File: src/rtl/route_compute_wh.sv
// Route-compute stage for one mesh-router input port: XY/YX routing,
// wormhole port locking and a one-entry valid/ready output register.
// Ports: clk, rst (async, active-high); flit_in/flit_in_valid/flit_in_ready
// upstream; flit_out/flit_out_valid/flit_out_ready, port_num, port_en
// downstream; err (one-cycle pulse) and err_cnt (saturating count).
module route_compute_wh #(
  parameter int X_NODE_NUM       = 4,
  parameter int Y_NODE_NUM       = 4,
  parameter int X_NODE_NUM_WIDTH = 2,
  parameter int Y_NODE_NUM_WIDTH = 2,
  parameter int X_S_ADDRESS      = 1,
  parameter int Y_S_ADDRESS      = 0,
  parameter int FLIT_W           = 8,
  parameter int ROUTING          = 0
) (
  input  logic              clk,
  input  logic              rst,
  input  logic [FLIT_W-1:0] flit_in,
  input  logic              flit_in_valid,
  output logic              flit_in_ready,
  output logic [FLIT_W-1:0] flit_out,
  output logic              flit_out_valid,
  input  logic              flit_out_ready,
  output logic [3:0]        port_num,
  output logic [4:0]        port_en,
  output logic              err,
  output logic [7:0]        err_cnt
);

  localparam int XW = X_NODE_NUM_WIDTH;
  localparam int YW = Y_NODE_NUM_WIDTH;

  localparam logic [31:0] XC = 32'(X_S_ADDRESS);
  localparam logic [31:0] YC = 32'(Y_S_ADDRESS);
  localparam logic [31:0] XN = 32'(X_NODE_NUM);
  localparam logic [31:0] YN = 32'(Y_NODE_NUM);

  localparam logic [3:0] P_L = 4'd1;
  localparam logic [3:0] P_E = 4'd2;
  localparam logic [3:0] P_N = 4'd3;
  localparam logic [3:0] P_W = 4'd4;
  localparam logic [3:0] P_S = 4'd5;

  typedef enum logic [1:0] {
    IDLE,
    LOCKED,
    DROP
  } state_t;

  state_t      state;
  state_t      nxt;
  logic [3:0]  lock_port;
  logic [3:0]  lock_nxt;
  logic [3:0]  out_port;
  logic [3:0]  route;
  logic [1:0]  ftype;
  logic [31:0] xd;
  logic [31:0] yd;
  logic        legal;
  logic        acc;
  logic        emit;
  logic        err_hit;

  assign ftype = flit_in[FLIT_W-1 -: 2];
  assign xd    = 32'(flit_in[XW-1:0]);
  assign yd    = 32'(flit_in[XW +: YW]);
  assign legal = (xd < XN) && (yd < YN);

  assign flit_in_ready = !flit_out_valid || flit_out_ready;
  assign acc = flit_in_valid && flit_in_ready;

  // Dimension-order route; y grows southward.
  always_comb begin
    route = P_L;
    if (ROUTING == 0) begin
      if (xd > XC)      route = P_E;
      else if (xd < XC) route = P_W;
      else if (yd > YC) route = P_S;
      else if (yd < YC) route = P_N;
    end else begin
      if (yd > YC)      route = P_S;
      else if (yd < YC) route = P_N;
      else if (xd > XC) route = P_E;
      else if (xd < XC) route = P_W;
    end
  end

  // ftype[1] set: header or single-flit; ftype[0] set: closes packet.
  always_comb begin
    emit     = 1'b0;
    err_hit  = 1'b0;
    nxt      = state;
    out_port = lock_port;
    lock_nxt = lock_port;
    if (ftype[1]) begin
      err_hit = (state != IDLE) || !legal;
      nxt     = IDLE;
      if (legal) begin
        emit     = 1'b1;
        out_port = route;
        if (!ftype[0]) begin
          nxt      = LOCKED;
          lock_nxt = route;
        end
      end else if (!ftype[0]) begin
        nxt = DROP;
      end
    end else begin
      case (state)
        LOCKED: begin
          emit = 1'b1;
          if (ftype[0]) nxt = IDLE;
        end
        DROP: begin
          if (ftype[0]) nxt = IDLE;
        end
        default: err_hit = 1'b1;
      endcase
    end
  end

  always_ff @(posedge clk or posedge rst) begin
    if (rst) begin
      state          <= IDLE;
      lock_port      <= '0;
      flit_out_valid <= 1'b0;
      flit_out       <= '0;
      port_num       <= '0;
      err            <= 1'b0;
      err_cnt        <= '0;
    end else begin
      err <= acc && err_hit;
      if (acc && err_hit && err_cnt != 8'hFF)
        err_cnt <= err_cnt + 8'd1;
      if (acc) begin
        state     <= nxt;
        lock_port <= lock_nxt;
      end
      if (acc && emit) begin
        flit_out_valid <= 1'b1;
        flit_out       <= flit_in;
        port_num       <= out_port;
      end else if (flit_out_ready) begin
        flit_out_valid <= 1'b0;
      end
    end
  end

  always_comb begin
    port_en = 5'b00000;
    case (port_num)
      P_L: port_en = 5'b00001;
      P_E: port_en = 5'b00010;
      P_W: port_en = 5'b00100;
      P_S: port_en = 5'b01000;
      P_N: port_en = 5'b10000;
      default: port_en = 5'b00000;
    endcase
  end

endmodule

File: config.mk
export PLATFORM = sky130hd
export DESIGN_NAME = route_compute_wh
export DESIGN_NICKNAME = d
export VERILOG_FILES = /design/src/rtl/route_compute_wh.sv
export SDC_FILE = /design/constraint.sdc
export NUM_CORES = 1
export LEC_CHECK = 0
export CAP_MARGIN = 25
export CORE_MARGIN = 5
export CORE_UTILIZATION = 40
export CTS_BUF_LIST = sky130_fd_sc_hd__clkbuf_16
export CTS_CLUSTER_DIAMETER = 200
export DETAILED_ROUTE_END_ITERATION = 6
export GPL_ROUTABILITY_DRIVEN = 0
export PLACE_DENSITY = 0.74
export SYNTH_ARGS = -nofsm -noshare
export SYNTH_HDL_FRONTEND = slang
export SYNTH_SLANG_ARGS = --single-unit
File: constraint.sdc
create_clock -name clk -period 1.9 [get_ports clk]
set_clock_uncertainty 0.15 [all_clocks]
set_input_delay 0.285 -clock clk [delete_from_list [all_inputs] [get_ports clk]]
set_output_delay 0.285 -clock clk [all_outputs]
set_load 0.05 [all_outputs]
=== After elaboration in Yosys (flattened, before gate mapping) ===
Index checks and enable logic that the tools add are counted.

* Bits in registers: 28
* Bits in latches: 0
* Memory bits (writable): 0
* Bits in read-only memories: 0
* Input port bits: 12
* Output and inout bits: 28
* Logic and storage cells: 59
* Memories: 0

* Add/subtract/negate cells: 1
* Multipliers: 0
* Divide/modulo/power cells: 0
* Order comparisons: 6
* Eq/ne operators: 8
* Shift-type cells: 0
* Muxes and demuxes: 20
* Bitwise operators: 1
* Reductions and logical operators: 16

{| class="wikitable"
|+ Operators by type and width
! operator !! number
|-
| case mux 5 bit (5 select lines) || 1
|-
| two-way mux 2 bit || 6
|-
| two-way mux 3 bit || 3
|-
| adder 8 x 1 -> 8 bit, second input constant || 1
|-
| == test 4 x 2 -> 1 bit, second input constant || 2
|-
| == test 4 x 3 -> 1 bit, second input constant || 2
|-
| two-way mux 1 bit || 8
|-
| two-way mux 4 bit || 2
|-
| != test 8 bit, second input constant || 1
|-
| nonzero test 2 bit || 4
|-
| < comparator 2 x 3 -> 1 bit, second input constant || 2
|-
| logical AND 1 bit || 5
|-
| == test 4 x 1 -> 1 bit, second input constant || 1
|-
| greater-than comparator 2 x 1 -> 1 bit, second input constant || 2
|-
| < comparator 2 x 1 -> 1 bit, second input constant || 2
|-
| AND reduction 4 bit || 1
|-
| AND reduction 3 bit || 1
|-
| == test 2 x 1 -> 1 bit, second input constant || 1
|-
| == test 2 bit, second input constant || 1
|-
| zero test 1 bit || 2
|-
| logical OR 1 bit || 2
|-
| OR reduction 2 bit || 1
|-
| NOT 1 bit || 1
|}

=== Depth between registers and ports, before layout ===
* Word-level depth: 7
* Gate-level depth with buffers: 7
* Gate-level depth less buffers: 6

=== Worst setup path before layout ===
No wires, ideal clock.

* Kind: reg-to-output
* Start point: register port_num[1]
* End point: output port port_en[1]
* Arrival time: 1.900 ns
* Required time: 1.465 ns
* Slack: -0.435 ns
* Cell stages (with the launch flop): 2
* Buffers on the path: 0
* Cell sequence: dfrtp_1 > nor3b_1

* Longest elaborated chain between the ends: 2
* Elaborated cells between the ends (all ways): 6
* Classes of those cells: 5 x eq/ne; 1 x mux

{| class="wikitable"
|+ RTL lines
! element !! RTL line !! source
|-
| from (decl) || 24 || <nowiki>output logic [3:0] port_num,</nowiki>
|-
| from (signal assigned) || 142 || <nowiki>port_num <= out_port;</nowiki>
|-
| == test 4 x 2 -> 1 bit, or another cell as far along || 151 || <nowiki>case (port_num)</nowiki>
|-
| case mux 5 bit (5 select lines) * || 151 ||
|-
| to (decl) || 25 || <nowiki>output logic [4:0] port_en,</nowiki>
|}

Every way passes the cells marked *; elsewhere a longest branch is shown, timed or not.

=== Final worst setup path ===
* Start point: register state[0]
* End point: register err_cnt[5]

* Longest elaborated chain between the ends: 6
* Elaborated cells between the ends (all ways): 9
* Classes of those cells: 2 x eq/ne; 2 x mux; 5 x reduce/logical

{| class="wikitable"
|+ RTL lines
! element !! RTL line !! source
|-
| from (decl) || 50 || <nowiki>state_t state;</nowiki>
|-
| from (signal assigned) || 136 || <nowiki>state <= nxt;</nowiki>
|-
| == test 2 bit or == test 2 x 1 -> 1 bit (tied branches) || 109 || <nowiki>case (state)</nowiki>
|-
| OR reduction 2 bit (no line) || -- ||
|-
| two-way mux 1 bit || 109 ||
|-
| two-way mux 1 bit * || 95 || <nowiki>if (ftype[1]) begin</nowiki>
|-
| logical AND 1 bit * (2 in series) || 133 || <nowiki>if (acc && err_hit && err_cnt != 8'hFF)</nowiki>
|-
| to (signal assigned) || 134 || <nowiki>err_cnt <= err_cnt + 8'd1;</nowiki>
|-
| to (decl) || 27 || <nowiki>output logic [7:0] err_cnt</nowiki>
|}

Marked as above.
A chain may end at the register's enable or synchronous reset.

==> results.py <==
metrics = {
    "status": {
        "status": "finished, final reports clean",
    },
    "floorplan": {
        "rows": 19,
        "die_width_um": 64.5,
        "coreArea_um2": 2810,
        "ios": 40,
        "initial_core_util": 0.424,
        "die_area_um2": 4160,
        "die_h_um": 64.5,
    },
    "synth": {
        "avgSynthCellArea_um2": 11.5,
        "synth_area_um2": 1190,
        "ys_top_cells_by_area": "dfrtp_1 53%, mux2_2 9.5%, mux2i_1 5.1%",
        "synth_top_area_frac": 0.526,
        "syn-num-nets": 117,
        "synth_edf_count": 0,
        "synth_seq_cells": 25,
        "synth_cell_type_count": 29,
        "syn_inst": 103,
        "synth_ff_type": "dfrtp_1",
        "ys_warn_count": 0,
        "synth_seq_area_share": 0.526,
        "async_reset_ff_frac": 1.00,
        "yosys.area.top_type": "dfrtp_1",
    },
    "job": {
        "drv_cap": 0,
    },
    "power_and_ir_drop": {
        "power_mw": 2.76,
        "p_leak_nw": 0.820,
        "ir_drop_v": 0.000986,
        "cellPowerDensity_nw_per_um2": 1600,
    },
    "worst_setup_path": {
        "required_ns": 1.89,
        "crit_path_end_kind": "flip-flop",
        "ff2ff_setup_slack_ns": 0.14,
        "r2r_start": "state[0]",
        "start_kind": "flip-flop",
        "cp.arrival_ns": 1.75,
        "worst_r2r_path_depth": 6,
        "critPathKind": "reg -> reg",
        "rr_endpoint": "err_cnt[5]",
        "crit_fanout": 2,
    },
    "timing": {
        "fin_ws_ns": 0.140,
        "tns_ns": 0,
        "fin_crit_sh": 0.926,
        "report.final.slew_viol_count": 0,
        "max_freq_mhz": 568,
        "hold_viol_final": 0,
        "rsz0062_at_grt": "no",
        "period_minus_slack_ns": 1.76,
        "setup_viol": 0,
    },
    "placed_design": {
        "numPortBuffers": 38,
        "dp_hpwl_um": 2000,
        "place_ws_ns": -0.403,
    },
    "global_route": {
        "antenna_found_initial": 0,
        "grt_pass1_vias": 992,
        "grt_max_degree": 26,
        "grt_pass1_wl_um": 4320,
        "grtUsageMet3": 0.0363,
        "grt.busiest_layer": "met2",
        "overflow": 0,
        "gr-usage-all-layers": 0.130,
        "gr-usage-met1": 0.144,
        "grt_util_met2": 0.238,
    },
    "clock_tree": {
        "cts_tree": "built",
        "clockBufferDepth": 2,
        "cts_hold_buffers": 0,
        "htreeDepth": 1,
        "clk_pin_slew_ns": 0.06,
        "cts_made_buffers": 3,
        "clock_latency_ns": 0.25,
        "clock_sinks": 25,
        "cts_root_buf": "clkbuf_16",
    },
    "drt": {
        "ant_nets": 0,
        "viasPerCell": 5.11,
        "drt_wl_total_um": 2540,
        "wire_per_inst_um": 14.0,
        "drc": 0,
        "firstDrtPassIters": 4,
        "vias": 925,
        "drt_iter0_drc": 30,
    },
    "finish": {
        "multiInputGateArea_um2": 514,
        "nNetsFinal": 165,
        "diodes": 0,
        "areaGrowthSynthToFinish_pct": 45.2,
        "register_area_um2": 627,
        "drive_above_1_share": 0.387,
        "nFillCells": 235,
    },
    "worst_hold_path": {
        "hold_class": "in -> async",
    },
}
## synthesized netlist by cell type (2+ instances only)
cell,count
ha_1,2
mux2_4,3
mux2i_1,6
mux2_2,10
and3b_1,2
nor2b_1,3
nor3b_1,3
o21ai_0,2
nand3_1,2
nand4_1,2
nor2_1,8
nand2_1,5
nor3_1,3
inv_1,7
dfrtp_1,25
a21oi_1,6
and4_1,2
## cell families (layout without fill, tap and decap cells)
kind of cell | count (synthesis) | after routing | synth area share
mux | 19 | 19 | 0.183
flops | 25 | 25 | 0.526
other cells | 1 | 1 | 0.00315
fa+ha+maj | 2 | 2 | 0.0210
simple gates | 33 | 33 | 0.160
compound gates | 11 | 11 | 0.0516
buf+inv | 11 | 58 | 0.0474
xor+xnor | 1 | 1 | 0.00737
## routing by layer
metal	wire [um]	part of all wire	vias up
met5	0	0	-
met4	16	0.0063	0
met3	223	0.088	4
met2	1230	0.48	35
met1	1070	0.42	436
li1	-	-	450
## metrics by stage
step                std cells  cell area [um2]  hold WS, ns   util
CTS                       181             1720        0.243  0.614
global placement          177             1640        0.340  0.585
finish                    181             1730        0.228  0.615
global route              181             1730        0.280  0.615
floorplan                 103             1190        0.162      -
detailed placement        177             1640        0.347  0.585
## repair_timing
action | CTS | global route
pin swaps | 0 | 1
buffers inserted | 0 | 0
gates resized for setup | 2 | 1
endpoints found under the setup margin | 3 | 2
## state kept, by name (all words and copies together), names as in the netlist
register and cells:
state 1, lock_port 3, flit_out 8, port_num 3, err_cnt 8, flit_out_valid 1, err 1
## area by class of cell
type | instances | area share
Inverter | 8 | 0.0189
Multi-Input combinational cell | 67 | 0.298
Tap cell | 31 | 0.0225
Clock buffer | 3 | 0.0435
Sequential cell | 25 | 0.363
Timing Repair Buffer | 46 | 0.252
Clock inverter | 1 | 0.00218
## worst max-delay path by stage
stage | startpoint | end | slack [ns]
4_1_cts | state[0] | err_cnt[5] | 0.11
3_3_place_gp | flit_in[7] | err_cnt[5] | -0.36
6_report | state[0] | err_cnt[5] | 0.14
5_1_grt | state[0] | err_cnt[5] | 0.01
3_5_place_dp | flit_in[7] | err_cnt[5] | -0.40
2_1_floorplan | port_num[1] | port_en[1] | -0.44
## power by group
part	internal, mW	total [mW]	switching [mW]
clock	0.281	0.447	0.167
combinational	0.520	1.44	0.924
sequential	0.705	0.873	0.168
## placed cells by master, fill, tap and decap left out, drive strengths merged
master | Yosys | layout
clkbuf | 0 | 3
nand4 | 2 | 2
xor2 | 1 | 1
dlygate4sd2 | 0 | 1
buf | 3 | 35
nor2 | 8 | 8
mux2 | 13 | 13
a21oi | 6 | 6
nor2b | 3 | 3
ha | 2 | 2
dfrtp | 25 | 25
a31oi | 1 | 1
a22oi | 1 | 1
nor3 | 4 | 4
mux2i | 6 | 6
nand3 | 2 | 2
nand2b | 1 | 1
clkdlybuf4s50 | 0 | 10
nand2 | 5 | 5
o21a | 1 | 1
inv | 8 | 9
conb | 1 | 1
nor3b | 3 | 3
or4 | 1 | 1
and3b | 2 | 2
and4 | 2 | 2
o21ai | 2 | 2
## critical path, cell delays in order (launching register included)
cell	delay [ns]
dfrtp_1	0.36
inv_1	0.07
ha_1	0.24
nor2b_2	0.13
nand4_1	0.15
nor3_2	0.19
mux2_2	0.35
No activity file was read; power rests on OpenSTA's default activity.
